[config.mk]
export PLATFORM = sky130hd
export DESIGN_NAME = spart_rx_fifo_flat
export DESIGN_NICKNAME = d
export VERILOG_FILES = /design/src/rtl/spart_rx_fifo_if.sv /design/src/rtl/spart_rx_fifo.sv /design/src/flat_wrapper.sv
export SDC_FILE = /design/constraint.sdc
export NUM_CORES = 1
export LEC_CHECK = 0
export CAP_MARGIN = 20
export CORE_MARGIN = 4
export CORE_UTILIZATION = 53
export CTS_CLUSTER_SIZE = 10
export DETAILED_ROUTE_END_ITERATION = 10
export HOLD_SLACK_MARGIN = 0.1
export PLACE_DENSITY = 0.76
export SETUP_SLACK_MARGIN = 0.05
export SYNTH_ARGS = -nofsm -noshare
export SYNTH_HDL_FRONTEND = slang
export SYNTH_SLANG_ARGS = --single-unit
[constraint.sdc]
create_clock -name clk -period 2.6 [get_ports clk]
set_input_delay 0.52 -clock clk [delete_from_list [all_inputs] [get_ports clk]]
set_output_delay 0.52 -clock clk [all_outputs]
set_load 0.01 [all_outputs]
[src/rtl/spart_rx_fifo_if.sv]
// Bus-side signal bundle of the SPART receiver: read handshake, FIFO head and status.
// The master modport is the bus interface reading words; the slave modport is the receiver.
interface spart_rx_fifo_if #(
    parameter int DATA_BITS  = 8,
    parameter int FIFO_DEPTH = 4
);
    localparam int CW = $clog2(FIFO_DEPTH + 1);

    logic                 rd_en;
    logic                 clr_ovr;
    logic [DATA_BITS-1:0] rx_data;
    logic                 rx_perr;
    logic                 rx_ferr;
    logic                 rda;
    logic                 overrun;
    logic [CW-1:0]        fifo_count;
    logic                 busy;

    modport master (
        output rd_en, clr_ovr,
        input  rx_data, rx_perr, rx_ferr, rda, overrun, fifo_count, busy
    );

    modport slave (
        input  rd_en, clr_ovr,
        output rx_data, rx_perr, rx_ferr, rda, overrun, fifo_count, busy
    );
endinterface

[src/rtl/spart_rx_fifo.sv]
// Parametrised SPART receiver: oversampled start/data/parity/stop capture into a
// first-word-fall-through FIFO holding {perr, ferr, data} per received frame.
module spart_rx_fifo #(
    parameter int DATA_BITS  = 8,
    parameter int PARITY_EN  = 0,
    parameter int PARITY_ODD = 0,
    parameter int OVERSAMPLE = 16,
    parameter int FIFO_DEPTH = 4
) (
    input  logic               clk,
    input  logic               rst,
    input  logic               brg_en,
    input  logic               rxd,
    spart_rx_fifo_if.slave     host
);
    localparam int TW = $clog2(OVERSAMPLE);
    localparam int BW = $clog2(DATA_BITS);
    localparam int PW = $clog2(FIFO_DEPTH);
    localparam int CW = $clog2(FIFO_DEPTH + 1);
    localparam int EW = DATA_BITS + 2;

    localparam logic [TW-1:0] TICK_MID  = TW'(OVERSAMPLE / 2 - 1);
    localparam logic [TW-1:0] TICK_LAST = TW'(OVERSAMPLE - 1);
    localparam logic [BW-1:0] BIT_LAST  = BW'(DATA_BITS - 1);

    typedef enum logic [2:0] {IDLE, START, DATA, PARITY, STOP} state_t;

    state_t               state, state_n;
    logic [TW-1:0]        tick_cnt, tick_n;
    logic [BW-1:0]        bit_cnt, bit_n;
    logic [DATA_BITS-1:0] shreg, shreg_n;
    logic                 perr, perr_n;
    logic                 armed, armed_n;
    logic                 sync1, rxd_s;
    logic                 wr_en, ferr_w;

    // rxd is asynchronous to clk; both stages idle high so reset looks like a quiet line
    // NOTE: sequential state always uses non-blocking (<=) so every flop samples pre-edge values.
    always_ff @(posedge clk or posedge rst) begin
        if (rst) begin
            sync1 <= 1'b1;
            rxd_s <= 1'b1;
        end else begin
            sync1 <= rxd;
            rxd_s <= sync1;
        end
    end

    always_ff @(posedge clk or posedge rst) begin
        if (rst) begin
            state    <= IDLE;
            tick_cnt <= '0;
            bit_cnt  <= '0;
            shreg    <= '0;
            perr     <= 1'b0;
            armed    <= 1'b1;
        end else begin
            state    <= state_n;
            tick_cnt <= tick_n;
            bit_cnt  <= bit_n;
            shreg    <= shreg_n;
            perr     <= perr_n;
            armed    <= armed_n;
        end
    end

    // NOTE: every always_comb output gets a default first, so no path can infer a latch.
    always_comb begin
        state_n = state;
        tick_n  = tick_cnt;
        bit_n   = bit_cnt;
        shreg_n = shreg;
        perr_n  = perr;
        armed_n = armed;
        wr_en   = 1'b0;
        ferr_w  = 1'b0;
        if (brg_en) begin
            unique case (state)
                IDLE: begin
                    if (rxd_s) begin
                        armed_n = 1'b1;
                    end else if (armed) begin
                        state_n = START;
                        tick_n  = '0;
                    end
                end
                START: begin
                    if (tick_cnt == TICK_MID) begin
                        if (rxd_s) begin
                            state_n = IDLE;
                        end else begin
                            state_n = DATA;
                            tick_n  = '0;
                            bit_n   = '0;
                            perr_n  = 1'b0;
                        end
                    end else begin
                        tick_n = tick_cnt + 1'b1;
                    end
                end
                DATA: begin
                    if (tick_cnt == TICK_LAST) begin
                        shreg_n = {rxd_s, shreg[DATA_BITS-1:1]};
                        tick_n  = '0;
                        bit_n   = bit_cnt + 1'b1;
                        if (bit_cnt == BIT_LAST) state_n = (PARITY_EN != 0) ? PARITY : STOP;
                    end else begin
                        tick_n = tick_cnt + 1'b1;
                    end
                end
                PARITY: begin
                    if (tick_cnt == TICK_LAST) begin
                        perr_n  = ((^shreg) ^ rxd_s) != (PARITY_ODD != 0);
                        tick_n  = '0;
                        state_n = STOP;
                    end else begin
                        tick_n = tick_cnt + 1'b1;
                    end
                end
                STOP: begin
                    if (tick_cnt == TICK_LAST) begin
                        ferr_w  = ~rxd_s;
                        wr_en   = 1'b1;
                        state_n = IDLE;
                        // a low stop bit may be a break: require the line high before re-arming
                        if (!rxd_s) armed_n = 1'b0;
                    end else begin
                        tick_n = tick_cnt + 1'b1;
                    end
                end
                default: state_n = IDLE;
            endcase
        end
    end

    logic [EW-1:0] mem [FIFO_DEPTH];
    logic [PW-1:0] wr_ptr, rd_ptr;
    logic [CW-1:0] count;
    logic          ovr;
    logic          full, empty, do_push, do_pop;
    logic [EW-1:0] head;

    assign full    = (count == CW'(FIFO_DEPTH));
    assign empty   = (count == '0);
    assign do_pop  = host.rd_en && !empty;
    assign do_push = wr_en && (!full || do_pop);

    // NOTE: storage is not reset; an entry is only observable once count covers it.
    always_ff @(posedge clk) begin
        if (do_push) mem[wr_ptr] <= {perr, ferr_w, shreg};
    end

    always_ff @(posedge clk or posedge rst) begin
        if (rst) begin
            wr_ptr <= '0;
            rd_ptr <= '0;
            count  <= '0;
            ovr    <= 1'b0;
        end else begin
            if (do_push) wr_ptr <= wr_ptr + 1'b1;
            if (do_pop)  rd_ptr <= rd_ptr + 1'b1;
            unique case ({do_push, do_pop})
                2'b10:   count <= count + 1'b1;
                2'b01:   count <= count - 1'b1;
                default: ;
            endcase
            if (wr_en && !do_push) ovr <= 1'b1;
            else if (host.clr_ovr) ovr <= 1'b0;
        end
    end

    assign head            = mem[rd_ptr];
    assign host.rda        = !empty;
    assign host.rx_data    = empty ? '0 : head[DATA_BITS-1:0];
    assign host.rx_ferr    = !empty && head[DATA_BITS];
    assign host.rx_perr    = !empty && head[DATA_BITS+1];
    assign host.overrun    = ovr;
    assign host.fifo_count = count;
    assign host.busy       = (state != IDLE);
endmodule

[src/flat_wrapper.sv]
// flat-port wrapper written by rule: the top's interface ports become plain ports
module spart_rx_fifo_flat 
#(
    parameter int DATA_BITS  = 8,
    parameter int PARITY_EN  = 0,
    parameter int PARITY_ODD = 0,
    parameter int OVERSAMPLE = 16,
    parameter int FIFO_DEPTH = 4
)
  (clk, rst, brg_en, rxd, host_rd_en, host_clr_ovr, host_rx_data, host_rx_perr, host_rx_ferr, host_rda, host_overrun, host_fifo_count, host_busy);
  spart_rx_fifo_if #(.DATA_BITS(DATA_BITS), .FIFO_DEPTH(FIFO_DEPTH)) host_i ();
  input  logic clk;
  input  logic rst;
  input  logic brg_en;
  input  logic rxd;
  input wire logic [$bits(host_i.rd_en)-1:0] host_rd_en;
  input wire logic [$bits(host_i.clr_ovr)-1:0] host_clr_ovr;
  output wire logic [$bits(host_i.rx_data)-1:0] host_rx_data;
  output wire logic [$bits(host_i.rx_perr)-1:0] host_rx_perr;
  output wire logic [$bits(host_i.rx_ferr)-1:0] host_rx_ferr;
  output wire logic [$bits(host_i.rda)-1:0] host_rda;
  output wire logic [$bits(host_i.overrun)-1:0] host_overrun;
  output wire logic [$bits(host_i.fifo_count)-1:0] host_fifo_count;
  output wire logic [$bits(host_i.busy)-1:0] host_busy;
  assign host_i.rd_en = host_rd_en;
  assign host_i.clr_ovr = host_clr_ovr;
  assign host_rx_data = host_i.rx_data;
  assign host_rx_perr = host_i.rx_perr;
  assign host_rx_ferr = host_i.rx_ferr;
  assign host_rda = host_i.rda;
  assign host_overrun = host_i.overrun;
  assign host_fifo_count = host_i.fifo_count;
  assign host_busy = host_i.busy;
  spart_rx_fifo #(.DATA_BITS(DATA_BITS), .PARITY_EN(PARITY_EN), .PARITY_ODD(PARITY_ODD), .OVERSAMPLE(OVERSAMPLE), .FIFO_DEPTH(FIFO_DEPTH)) u_core (.clk(clk), .rst(rst), .brg_en(brg_en), .rxd(rxd), .host(host_i));
endmodule
# Word level (Yosys, flattened, before mapping)
# Memories as Yosys holds them, arrays and structs flattened.
# Index checks and enable logic that the tools add are counted.
[word_totals]
regBits = 30
ram_bits = 40
in_bits = 6
out_inout_bits = 16
wordCells = 108
n_memories = 1
[memory_table]
columns = ["name", "depth", "word_bits", "rd", "rd_clocked_by_memory_dff", "write_ports", "line", "rtl"]
rows = [
  ["u_core.mem", 4, 10, 1, 0, 1, "spart_rx_fifo.sv:136", "logic [EW-1:0] mem [FIFO_DEPTH];"],
]
[op_classes]
add_sub_neg = 6
eq_ne = 22
mux = 39
bitwise_logic = 2
n_reduce_logical = 26
[ops]
columns = ["op", "count"]
rows = [
  ["3-bit two-way mux", 10],
  ["4-bit two-way mux", 6],
  ["4-bit one-hot mux with 4 select lines", 1],
  ["1-bit two-way mux", 15],
  ["3-bit one-hot mux with 5 select lines", 1],
  ["5-bit AND reduction", 3],
  ["2-bit by 1-bit != test with 1-bit output (second input constant)", 7],
  ["3-bit one-hot mux with 2 select lines", 2],
  ["2-bit nonzero test", 5],
  ["3-bit == test (second input constant)", 3],
  ["8-bit two-way mux", 1],
  ["2-bit != test (second input constant)", 4],
  ["8-bit AND reduction", 1],
  ["8-bit parity", 1],
  ["3-bit by 1-bit adder with 3-bit output (second input constant)", 2],
  ["3-bit by 2-bit == test with 1-bit output (second input constant)", 2],
  ["3-bit logical NOT", 2],
  ["6-bit AND reduction", 1],
  ["1-bit logical AND", 5],
  ["2-bit by 1-bit adder with 2-bit output (second input constant)", 2],
  ["4-bit by 1-bit adder with 4-bit output (second input constant)", 1],
  ["4-bit by 3-bit == test with 1-bit output (second input constant)", 1],
  ["4-bit == test (second input constant)", 1],
  ["1-bit one-hot mux with 2 select lines", 2],
  ["other kinds (14)", 16],
]

# Depth between registers and ports, before layout
# Gate-level depths: netlist (run 1).
[logic_depth]
depth_word = 8
depth_mapped = 10
mapped_depth_nobuf = 9

# Worst setup path before layout (run 1)
# OpenSTA, ideal clock, no wires.
[synth_timing]
kind = "reg2reg"
from = "register u_core.tick_cnt[0]"
to = "register u_core.count[2], in the netlist u_core.host.fifo_count[2]"
setup_time_ps = 131
arrival_ps = 2317
required_time_ps = 2469
slack_ps = 151
stages_incl_launch_ff = 10
n_path_buf = 1
period_less_slack_ps = 2449
cell_sequence = "dfrtp_1 ha_1 and3_4 nand4_4 buf_2 nor2b_1 fa_1 or3b_1 o211a_1 or3_1"
[synth_between]
elab_chain_cells = 7
elab_cells_between_ends = 9
classes_between = "3 x eq/ne; 4 x mux; 2 x reduce/logical"
[synth_lines]
columns = ["element", "line", "rtl"]
rows = [
  ["from (decl)", "spart_rx_fifo.sv:29", "logic [TW-1:0] tick_cnt, tick_n;"],
  ["from (signal assigned)", "spart_rx_fifo.sv:59", "tick_cnt <= tick_n;"],
  ["4-bit == test *", "spart_rx_fifo.sv:121", "if (tick_cnt == TICK_LAST) begin"],
  ["1-bit two-way mux *", "spart_rx_fifo.sv:121", ""],
  ["1-bit two-way mux *", "spart_rx_fifo.sv:78", "unique case (state)"],
  ["1-bit two-way mux *", "spart_rx_fifo.sv:77", "if (brg_en) begin"],
  ["1-bit logical AND *", "spart_rx_fifo.sv:146", "assign do_push = wr_en && (!full || do_pop);"],
  ["2-bit by 1-bit == test with 1-bit output or 2-bit == test (tied branches)", "spart_rx_fifo.sv:162", "unique case ({do_push, do_pop})"],
  ["3-bit one-hot mux with 2 select lines or 2-bit nonzero test (tied branches)", "-", ""],
  ["to (signal assigned)", "spart_rx_fifo.sv:163", "2'b10: count <= count + 1'b1;"],
  ["to (signal assigned)", "spart_rx_fifo.sv:164", "2'b01: count <= count - 1'b1;"],
  ["to (decl)", "spart_rx_fifo.sv:138", "logic [CW-1:0] count;"],
]
# Every way passes the cells marked *; elsewhere a longest branch is shown, timed or not.
# A chain may end at the register's enable or synchronous reset.

# Worst setup path after layout (run 1)
[layout_timing]
from = "register u_core.rd_ptr[0]"
to = "output port host_rx_data[7]"
[layout_between]
elab_chain_cells = 2
[layout_lines]
columns = ["element", "line", "rtl"]
rows = [
  ["from (decl)", "spart_rx_fifo.sv:137", "logic [PW-1:0] wr_ptr, rd_ptr;"],
  ["from (signal assigned)", "spart_rx_fifo.sv:161", "if (do_pop) rd_ptr <= rd_ptr + 1'b1;"],
  ["memory 4 x 10 bit", "-", ""],
  ["8-bit two-way mux", "spart_rx_fifo.sv:174", "assign host.rx_data = empty ? '0 : head[DATA_BITS-1:0];"],
  ["to (decl)", "flat_wrapper.sv:18", "output wire logic [$bits(host_i.rx_data)-1:0] host_rx_data;"],
]
# No other way between the ends.

==> summary.md, run 1 <==
| Metric | Value |
|---|---|
| Outcome | complete, no violations |
| Vias per cell | 5.38 |
| Final HPWL from detailed placement | 3760 microns |
| Area growth syn-to-layout | 19.3% |
| Ports | 22 |
| Gate Count Post-Synth | ~240 |
| Seq/Total Area, Yosys | 0.605 |
| Initial antenna violation count | 0 |
| Hold Path Cell Cnt | 0 |
| GRT Overall Usage | 0.169 |
| Grt met2 use | 0.261 |
| Fin crit share | 0.940 |
| Most frequent cells in the layout | 40 x edfxtp_1, 25 x dfrtp_1, 20 x buf_4, 16 x nand2_1, 16 x and2_1 |
| First-pass GRT wire length | around 9400 microns |
| Met3 Resource Use GR | 0.0605 |
| Clock-pin slew of the registers on the worst-case setup and hold paths | about 0.070 ns |
| Clk Latency, worst-skew pair | ~0.34 ns |
| Initial core utilization | 0.546 |
| Hold WC Path Type | flop to flop |
| Mapped Area | roughly 3200 sq um |
| YS warnings | 0 |
| CP Capture Type | output pin |
| Port buffer count | 21 |
| Placed cells | 339 |
| Vias in the first global route | about 1900 |
| Worst path cell trace | buf_12 -> buf_4 -> mux4_2 -> and2_1 -> dlygate4sd2_1 |
| Initial drt markers | 67 |
| Post-route ant nets | 0 |
| Arrival @ worst endpoint | roughly 1.9 ns |
| GPL Wtd Cong | 0.808 |
| Total Wirelength | 5560 microns |
| Cell variety after synth | 46 |
| EDFF count, synth | 40 |
| 1st-pass router iterations | 4 |
| Met1 Usage GRT | 0.221 |
| Largest net degree at the start of global routing | 31 |
| DIE HEIGHT | 86.1 microns |
| Hold endpoint | u_core.rxd_s |
| Share of cells above drive strength 1 | 0.232 |
| Final Util | 0.652 |
| Clock buffer depth | 2 |
| Worst vdd ir | around 0.00061 V |
| Fill cells | 421 |
| CP Buf/Inv Count | 3 |
| Busiest grt layer | met2 |
| FF+latch area | 1960 sq um |
| Hold_buf cts | 0 |
| Wirelength per Cell | 15.5 microns |
| Worst-Margin Slew | 0.355 ns |
| H-Tree Depth | 3 |
| Grt total ovfl | 0 |
| Clock sink total | 70 |
| Final Max Slew Viols | 0 |
| Placed inst area | 3620 sq um |
| Reg2reg start | u_core.tick_cnt[0] |
| Post-route DRC | 0 |
| Synthesized flop and latch total | 70 |
| Final setup viols | 0 |
| CTS tree | yes |
| CP top delay family | buffers and inverters |
| CTS Root Cell | clkbuf_8 |
| RSZ-0062 raised after global routing | false |
| Req. time, crit path | 2.08 ns |
| Multi-input gate area | approximately 1200 sq um |
| Die area | between 7000 and 8000 sq um |
| Core Footprint | 5920 sq um |
| Fin cells | 359 |
| Reg2reg end | u_core.host.fifo_count[2] |
| Fin. Hold Viols | 0 |
| Commonest non-fill, non-tap cell in the layout | edfxtp_1 |
| Pwr per Cell Area | roughly 830 nW/um^2 |
| Critical Path Slowest Stage Cell | mux4_2 |
| Relative slew margins | 0.757 |
| Leak Pwr | 1.64 nW |
| Fmax | 409 MHz |
| Fin nets | 293 |
| R2R depth | 8 |
| Num rows | 28 |
| Syn Nets | 252 |
| Num CTS Buffers | 9 |
| Diodes inserted | 0 |
| Dpl ws | 0.0845 ns |
| Critical path class | flop to output pin |
| Worst setup margin | 0.155 ns |
| Main synth FF type | edfxtp_1 |
| Max Cap Viol | 0 |
| Final Skew | 0.00935 ns |
| Maximum single-stage delay on the critical path | 0.48 ns |
| Finished Cell Area | 3860 sq um |
| Reg2reg setup slack | ~0.2 ns |
| Ys async rst share | 0.429 |
| Worst setup SP type | flop |
| Vias | between 1500 and 2000 |
| Die Width | 86.1 microns |
| HP Start | u_core.sync1 |
| Mean post-synth cell area | 13.6 sq um |
| Tmin final | between 2 and 2.5 ns |
| Crit-path max FO | 10 |
| Final TNS setup | 0 ns |
-- cells by family after synthesis --
logic type                 share of synthesized area
DFF                                            0.605
xor gates and xnor gates                      0.0352
and+or+nand+nor                                0.124
adders and majority gates                     0.0333
buffers and inverters                         0.0294
AOI/OAI and AO/OA                             0.0650
muxes                                          0.108
-- synth_stat cells (2+ instances only) --
master	number	area, sq um
nand2_1	16	60.1
dfstp_2	3	78.8
or3_1	3	18.8
a22o_1	2	17.5
xnor2_1	12	105
clkbuf_1	7	26.3
o21ai_0	13	65.1
o21ai_1	2	10.0
buf_2	4	20.0
nor3_1	5	25.0
inv_1	11	41.3
mux2_2	11	124
a21oi_1	3	15.0
and2_1	16	100
nand3_1	6	30.0
dfrtp_1	27	676
o22ai_1	3	18.8
mux4_2	10	225
edfxtp_1	40	1200
nor2_1	8	30.0
nor2b_1	3	18.8
o221ai_1	2	17.5
ha_1	7	87.6
nand2b_1	2	12.5
-- sequential cells by signal, summed over array words and instances, names as in the netlist, 2 cells and up --
register,flops
u_core.mem,40
u_core.shreg,8
u_core.wr_ptr,2
u_core.rd_ptr,2
u_core.state,3
u_core.tick_cnt,4
u_core.host.fifo_count,3
u_core.bit_cnt,3
-- worst max-delay path by stage --
stage,slack (ns),from,cells past startpoint,to
floorplan,0.15,u_core.tick_cnt[0],9,u_core.host.fifo_count[2]
global placement,0.12,brg_en,7,u_core.host.fifo_count[2]
detailed placement,0.08,brg_en,7,u_core.host.fifo_count[2]
CTS,0.04,u_core.rd_ptr[0],4,host_rx_perr
global route,0.06,u_core.tick_cnt[0],8,u_core.host.fifo_count[2]
finish,0.15,u_core.rd_ptr[0],5,host_rx_data[7]
-- cell type report --
class	count	area share
flip-flops and latches	70	0.507
repair buffers	42	0.101
well taps	75	0.0243
clock buffers	10	0.0331
multi-input cells	145	0.307
inverters	11	0.0107
clock inverters	6	0.0162
-- per-layer routing --
metal | share of wire | up-vias
li1 | - | 953
met1 | 0.47 | 935
met2 | 0.48 | 39
met3 | 0.049 | 5
met4 | 0.0092 | 0
met5 | 0 | -
-- where the power goes --
part / internal [mW] / switching (mW) / total (mW) / leakage (nW)
sequential: 1.24 / 0.119 / 1.36 / 0.779
combinational: 0.549 / 0.459 / 1.01 / 0.769
clock: 0.439 / 0.394 / 0.833 / 0.0899
total: 2.23 / 0.971 / 3.20 / 1.64
-- timing repair --
action / CTS / global route
buffers inserted: 4 / 0
gates resized for setup: 5 / 8
setup endpoints to repair: 10 / 7
cloned: 0 / 0
endpoints found under the hold margin: 0 / 0
-- stage by stage --
| stage | power [mW] | hold WS [ns] |
|---|---|---|
| 2_1_floorplan | 1.96 | 0.345 |
| 3_3_place_gp | 2.34 | 0.346 |
| 3_5_place_dp | 2.37 | 0.353 |
| 4_1_cts | 3.24 | 0.363 |
| 5_1_grt | 3.41 | 0.366 |
| 6_report | 3.20 | 0.359 |
(Power assumes the default switching activity.)
==> run 2, diff against run 1 <==
==> constraint.sdc (replaced) <==
create_clock -name clk -period 2.6 [get_ports clk]
set_input_delay 0.39 -clock clk [delete_from_list [all_inputs] [get_ports clk]]
set_output_delay 0.39 -clock clk [all_outputs]
set_load 0.01 [all_outputs]
==> run 2 against run 1 <==
Flip-flop and latch count did not move. Critical path depth fell by 1. Die area did not move. Critical path type unchanged. Largest cell class unchanged.
==> summary.md, run 2 (synthesized netlist as in run 1, its figures left out) <==
| Metric | Value |
|---|---|
| Largest net degree at the start of global routing | 31 (unchanged) |
| Dpl ws | 0.165 ns (was 0.0845 ns) |
| Worst setup SP type | flop (unchanged) |
| Num CTS Buffers | 9 (unchanged) |
| Biggest regs | u_core.mem x40, u_core.shreg x8, u_core.tick_cnt x4 (unchanged) |
| Initial core utilization | 0.546 (unchanged) |
| Most flops, register | u_core.mem (unchanged) |
| Fmax | 412 MHz (was 409 MHz) |
| Hold WC Path Type | flop to flop (unchanged) |
| 1st-pass router iterations | 4 (unchanged) |
| Die Width | 86.1 microns (unchanged) |
| Worst path cell trace | buf_6 -> mux4_2 -> and2_1 -> clkdlybuf4s50_1 (was buf_12 -> buf_4 -> mux4_2 -> and2_1 -> dlygate4sd2_1) |
| CTS Root Cell | clkbuf_8 (unchanged) |
| Core Footprint | 5920 sq um (unchanged) |
| Worst setup margin | 0.173 ns (was 0.155 ns) |
| Area growth syn-to-layout | 17.4% (was 19.3%) |
| First-pass GRT wire length | 9020 microns (was 9390 microns) |
| Final HPWL from detailed placement | 3830 microns (was 3760 microns) |
| Critical path class | flop to output pin (unchanged) |
| DIE HEIGHT | 86.1 microns (unchanged) |
| Vias | 1898 (was 1932) |
| CP Capture Type | output pin (unchanged) |
| Fin. Hold Viols | 0 (unchanged) |
| Diodes inserted | 0 (unchanged) |
| Commonest non-fill, non-tap cell in the layout | edfxtp_1 (unchanged) |
| Relative slew margins | 0.660 (was 0.757) |
| R2R depth | 8 (unchanged) |
| Ports | 22 (unchanged) |
| Port buffer count | 21 (unchanged) |
| Arrival @ worst endpoint | 2.04 ns (was 1.93 ns) |
| RSZ-0062 raised after global routing | false (unchanged) |
| Final Util | 0.641 (was 0.652) |
| Hold Path Cell Cnt | 0 (unchanged) |
| Final TNS setup | 0 ns (unchanged) |
| Share of cells above drive strength 1 | 0.211 (was 0.232) |
| Fin nets | 288 (was 293) |
| Maximum single-stage delay on the critical path | 0.51 ns (was 0.48 ns) |
| Clock buffer depth | 2 (unchanged) |
| Leak Pwr | 1.52 nW (was 1.64 nW) |
| Initial drt markers | 125 (was 67) |
| Clock sink total | 70 (unchanged) |
| Final Max Slew Viols | 0 (unchanged) |
| Total Wirelength | 5310 microns (was 5560 microns) |
| Final setup viols | 0 (unchanged) |
| CTS tree | yes (unchanged) |
| GRT Overall Usage | 0.161 (was 0.169) |
| Max reg flops | 40 (unchanged) |
| Req. time, crit path | 2.21 ns (was 2.08 ns) |
| Clk Latency, worst-skew pair | 0.33 ns (was 0.34 ns) |
| Die area | 7410 sq um (unchanged) |
| H-Tree Depth | 3 (unchanged) |
| Worst-Margin Slew | 0.510 ns (was 0.355 ns) |
| Vias per cell | 5.36 (was 5.38) |
| Initial antenna violation count | 0 (unchanged) |
| Final Skew | 0.00580 ns (was 0.00935 ns) |
| Num rows | 28 (unchanged) |
| Hold_ws | 0.357 ns (was 0.359 ns) |
| Pwr per Cell Area | 811 nW/um^2 (was 829 nW/um^2) |
| Grt total ovfl | 0 (unchanged) |
| Most frequent cells in the layout | 40 x edfxtp_1, 27 x dfrtp_1, 21 x clkdlybuf4s50_1, 16 x nand2_1, 16 x and2_1 (was 40 x edfxtp_1, 25 x dfrtp_1, 20 x buf_4, 16 x nand2_1, 16 x and2_1) |
| Vias in the first global route | 1865 (was 1918) |
| Critical Path Slowest Stage Cell | mux4_2 (unchanged) |
| Clock-pin slew of the registers on the worst-case setup and hold paths | 0.07 ns (about the same) |
| Fin crit share | 0.933 (was 0.940) |
| GPL Wtd Cong | 0.794 (was 0.808) |
| Wirelength per Cell | 15.0 microns (was 15.5 microns) |
| Tmin final | 2.43 ns (was 2.45 ns) |
| Crit-path max FO | 12 (was 10) |
| Post-route DRC | 0 (unchanged) |
| Post-route ant nets | 0 (unchanged) |
| Outcome | complete, no violations (unchanged) |
| Pwr Total | 3.08 mW (was 3.20 mW) |
| Max Cap Viol | 0 (unchanged) |
| Worst vdd ir | 0.000525 V (was 0.000610 V) |
## run 2: cell count changes in the layout (fill, tap and decap cells not counted)
cell / change
buf_12: -1
buf_4: -5
buf_6: +1
clkbuf_1: -1
clkdlybuf4s50_1: +10
clkinv_2: +2
clkinvlp_4: -1
dfrtp_1: +2
dfrtp_2: -2
dlygate4sd2_1: -4
dlymetal6s2s_1: -6
fa_1: +1
fa_2: -1
## run 2: per-stage QoR
step / area, sq um / instances
floorplan: 3230 / 238
global placement: 3600 / 338
detailed placement: 3600 / 338
CTS: 3790 / 354
global route: 3800 / 354
finish: 3800 / 354
## run 2: repair_timing
item	4_1_cts	5_1_grt
endpoints found under the setup margin	0	3
hold buffers	0	0
resized for setup	0	1
setup buffers	0	0
## run 2: final cells by class
cell class,instances,area (sq um)
fillers,433,2120
flip-flops and latches,70,1960
multi-input cells,145,1180
repair buffers,37,334
clock buffers,9,124
well taps,75,93.8
clock inverters,7,65.1
inverters,11,41.3
## run 2: worst paths after layout
| check | start | to | slack (ns) |
|---|---|---|---|
| setup reg to reg | u_core.tick_cnt[0] | u_core.host.fifo_count[2] | 0.25 |
| hold reg to reg | u_core.sync1 | u_core.rxd_s | 0.36 |
| hold / removal | u_core.sync1 | u_core.rxd_s | 0.36 |
| min in group asynchronous | rst | u_core.state[2] | 0.43 |
| setup / recovery | u_core.rd_ptr[0] | host_rx_data[3] | 0.17 |
| max in group asynchronous | rst | u_core.armed | 1.86 |
## run 2: critical path, delay by kind of cell, from the launching register on
family / cells / cell delay (ns)
DFF: 1 / 0.34
muxes: 1 / 0.51
buffers and inverters: 2 / 0.67
and+or+nand+nor: 1 / 0.18
## run 2: power by group
| part | switching, mW | internal, mW | leakage [nW] |
|---|---|---|---|
| Clock | 0.384 | 0.436 | 0.0964 |
| Sequential | 0.125 | 1.24 | 0.781 |
| Combinational | 0.419 | 0.481 | 0.648 |
| Total | 0.928 | 2.15 | 1.52 |
## run 2: layer usage
layer / share of wire / global-route usage
met2: 0.50 / 0.259
met5: 0 / 0
met1: 0.46 / 0.212
met4: 0.017 / 0.0734
met3: 0.032 / 0.0317
==> run 3, diff against run 2 <==
- CORE_ASPECT_RATIO: unset -> 1.5
- CORE_UTILIZATION: 53 -> 58
- PLACE_DENSITY: 0.76 -> 0.79
- clock period: 2.6 -> 2.25 ns (I/O delays scaled with it)
==> run 3 against run 2 <==
Clock skew about the same. Combinational power increased by 50%. Power increased by 24%. Via count increased by 9.3%. Hold slack about the same. Core utilization increased by 8.4 points. Non-clock buffer count increased by 15. Global-route usage increased by 4.7 points. Setup slack got worse by 0.061 ns. Design area increased by 4.1%. Critical endpoint is now u_core.host.fifo_count[2]. Largest power group unchanged.
==> summary.md, run 3 (synthesized netlist as in run 1, its figures left out) <==
| Metric | Value |
|---|---|
| Diodes inserted | 0 (unchanged) |
| Outcome | complete, no violations (unchanged) |
| Worst path cell trace | ha_4 -> and3_4 -> nand4_4 -> nor2b_4 -> fa_2 -> or3b_4 -> a21oi_1 -> or3_1 (was buf_6 -> mux4_2 -> and2_1 -> clkdlybuf4s50_1) |
| Final setup viols | 0 (unchanged) |
| Max Cap Viol | 0 (unchanged) |
| Worst-Margin Slew | 0.405 ns (was 0.510 ns) |
| Initial core utilization | 0.593 (was 0.546) |
| Die area | 6860 sq um (was 7410 sq um) |
| Total Wirelength | 6170 microns (was 5310 microns) |
| Most flops, register | u_core.mem (unchanged) |
| Clock sink total | 70 (unchanged) |
| Worst setup SP type | flop (unchanged) |
| Final HPWL from detailed placement | 3980 microns (was 3830 microns) |
| CP Buf/Inv Count | 0 (was 2) |
| H-Tree Depth | 3 (unchanged) |
| Final Skew | 0.00554 ns (was 0.00580 ns) |
| Fin crit share | 0.950 |
| Largest net degree at the start of global routing | 31 (unchanged) |
| Die Width | 69.0 microns (was 86.1 microns) |
| Crit-path max FO | 6 (was 12) |
| Dpl ws | 0.0100 ns (was 0.165 ns) |
| Vias | 2074 (was 1898) |
| Relative slew margins | 0.730 (was 0.660) |
| Fin. Hold Viols | 0 (unchanged) |
| Grt total ovfl | 0 (unchanged) |
| Clock buffer depth | 2 (unchanged) |
| Vias in the first global route | 2046 (was 1865) |
| Num CTS Buffers | 9 (unchanged) |
| Max reg flops | 40 (unchanged) |
| CTS tree | yes (unchanged) |
| Final TNS setup | 0 ns (unchanged) |
| CTS Root Cell | clkbuf_8 (unchanged) |
| DIE HEIGHT | 99.4 microns (was 86.1 microns) |
| CP top delay family | simple AND/OR/NAND/NOR gates (was buffers and inverters) |
| Area growth syn-to-layout | 22.2% (was 17.4%) |
| Fmax | 468 MHz |
| CP Capture Type | flop (was output pin) |
| Pwr per Cell Area | 967 nW/um^2 (was 811 nW/um^2) |
| Biggest regs | u_core.mem x40, u_core.shreg x8, u_core.tick_cnt x4 (unchanged) |
| Maximum single-stage delay on the critical path | 0.41 ns (was 0.51 ns) |
| Ports | 22 (unchanged) |
| Initial antenna violation count | 0 (unchanged) |
| Initial drt markers | 166 (was 125) |
| Post-route DRC | 0 (unchanged) |
| Fin nets | 303 (was 288) |
| Hold_buf cts | 0 (unchanged) |
| Final Max Slew Viols | 0 (unchanged) |
| Leak Pwr | 1.65 nW (was 1.52 nW) |
| Critical path class | flop to flop (was flop to output pin) |
| Hold WC Path Type | flop to flop (unchanged) |
| GPL Wtd Cong | 0.866 (was 0.794) |
| Core Footprint | 5450 sq um (was 5920 sq um) |
| Placed cells | 341 (was 338) |
| Post-route ant nets | 0 (unchanged) |
| Worst vdd ir | 0.000731 V (was 0.000525 V) |
| Clock-pin slew of the registers on the worst-case setup and hold paths | 0.07 ns (about the same) |
| 1st-pass router iterations | 4 (unchanged) |
| Fin cells | 364 (was 354) |
| Wirelength per Cell | 16.9 microns (was 15.0 microns) |
| Num rows | 33 (was 28) |
| Share of cells above drive strength 1 | 0.303 (was 0.211) |
| Req. time, crit path | 2.47 ns (was 2.21 ns) |
| RSZ-0062 raised after global routing | true (was false) |
| First-pass GRT wire length | 10100 microns (was 9020 microns) |
| Worst setup margin | 0.113 ns (was 0.173 ns) |
| Arrival @ worst endpoint | 2.36 ns (was 2.04 ns) |
| Critical Path Slowest Stage Cell | dfrtp_1 (was mux4_2) |
| Commonest non-fill, non-tap cell in the layout | edfxtp_1 (unchanged) |
| Port buffer count | 21 (unchanged) |
| Most frequent cells in the layout | 40 x edfxtp_1, 27 x buf_4, 26 x dfrtp_1, 16 x nand2_1, 15 x and2_1 (was 40 x edfxtp_1, 27 x dfrtp_1, 21 x clkdlybuf4s50_1, 16 x nand2_1, 16 x and2_1) |
| GRT Overall Usage | 0.208 (was 0.161) |
| Vias per cell | 5.70 (was 5.36) |
| Tmin final | between 2 and 2.5 ns |
| Clk Latency, worst-skew pair | 0.34 ns (was 0.33 ns) |
-- run 3: changes by cell type in the layout (fill, tap and decap cells not counted), moves of 2 or more --
cell / delta
buf_12: +3
clkbuf_2: +2
buf_4: +12
clkdlybuf4s50_1: -12
buf_2: +6
-- run 3: layout make-up --
type | count | area [sq um]
Sequential cell | 70 | 1960
Fill cell | 378 | 1500
Tap cell | 70 | 87.6
Clock inverter | 7 | 65.1
Multi-Input combinational cell | 145 | 1210
Inverter | 11 | 41.3
Timing Repair Buffer | 52 | 460
Clock buffer | 9 | 124
-- run 3: where the power goes --
part	internal, mW	switching (mW)	leakage [nW]	total (mW)
Clock	0.504	0.466	0.0980	0.969
Sequential	1.43	0.0701	0.780	1.50
Combinational	0.712	0.638	0.770	1.35
Total	2.65	1.17	1.65	3.82
-- run 3: routing by layer --
layer | wire, microns | GRT usage | up-vias
met1 | 2420 | 0.254 | 1036
met3 | 311 | 0.0497 | 8
met4 | 80 | 0.0886 | 0
li1 | - | - | 973
met5 | 0 | 0 | -
met2 | 3350 | 0.346 | 57
-- run 3: repair_timing --
item / 4_1_cts / 5_1_grt
endpoints found under the setup margin: 11 / 16
buffers inserted: 4 / 2
cloned: 1 / 0
pin swaps: 0 / 2
resized for setup: 36 / 10
-- run 3: metrics by stage --
| step | util | power [mW] | instance area (sq um) | hold WS, ns |
|---|---|---|---|---|
| 3_5_place_dp | 0.682 | 2.78 | 3720 | 0.347 |
| 2_1_floorplan | - | 2.28 | 3260 | 0.342 |
| 3_3_place_gp | 0.682 | 2.75 | 3720 | 0.345 |
| 6_report | 0.725 | 3.82 | 3950 | 0.357 |
| 5_1_grt | 0.725 | 4.05 | 3950 | 0.367 |
| 4_1_cts | 0.722 | 3.82 | 3930 | 0.358 |
-- run 3: path summary, 6_finish.rpt --
check                                    from                         to  slack (ns)  cells after the start
max                        u_core.tick_cnt[0]  u_core.host.fifo_count[2]        0.11                      8
min reg2reg                      u_core.sync1               u_core.rxd_s        0.36                      0
min                              u_core.sync1               u_core.rxd_s        0.36                      0
max reg2reg                u_core.tick_cnt[0]  u_core.host.fifo_count[2]        0.11                      8
max in group asynchronous                 rst               u_core.rxd_s        1.54                      3
min in group asynchronous                 rst  u_core.host.fifo_count[2]        0.37                      3
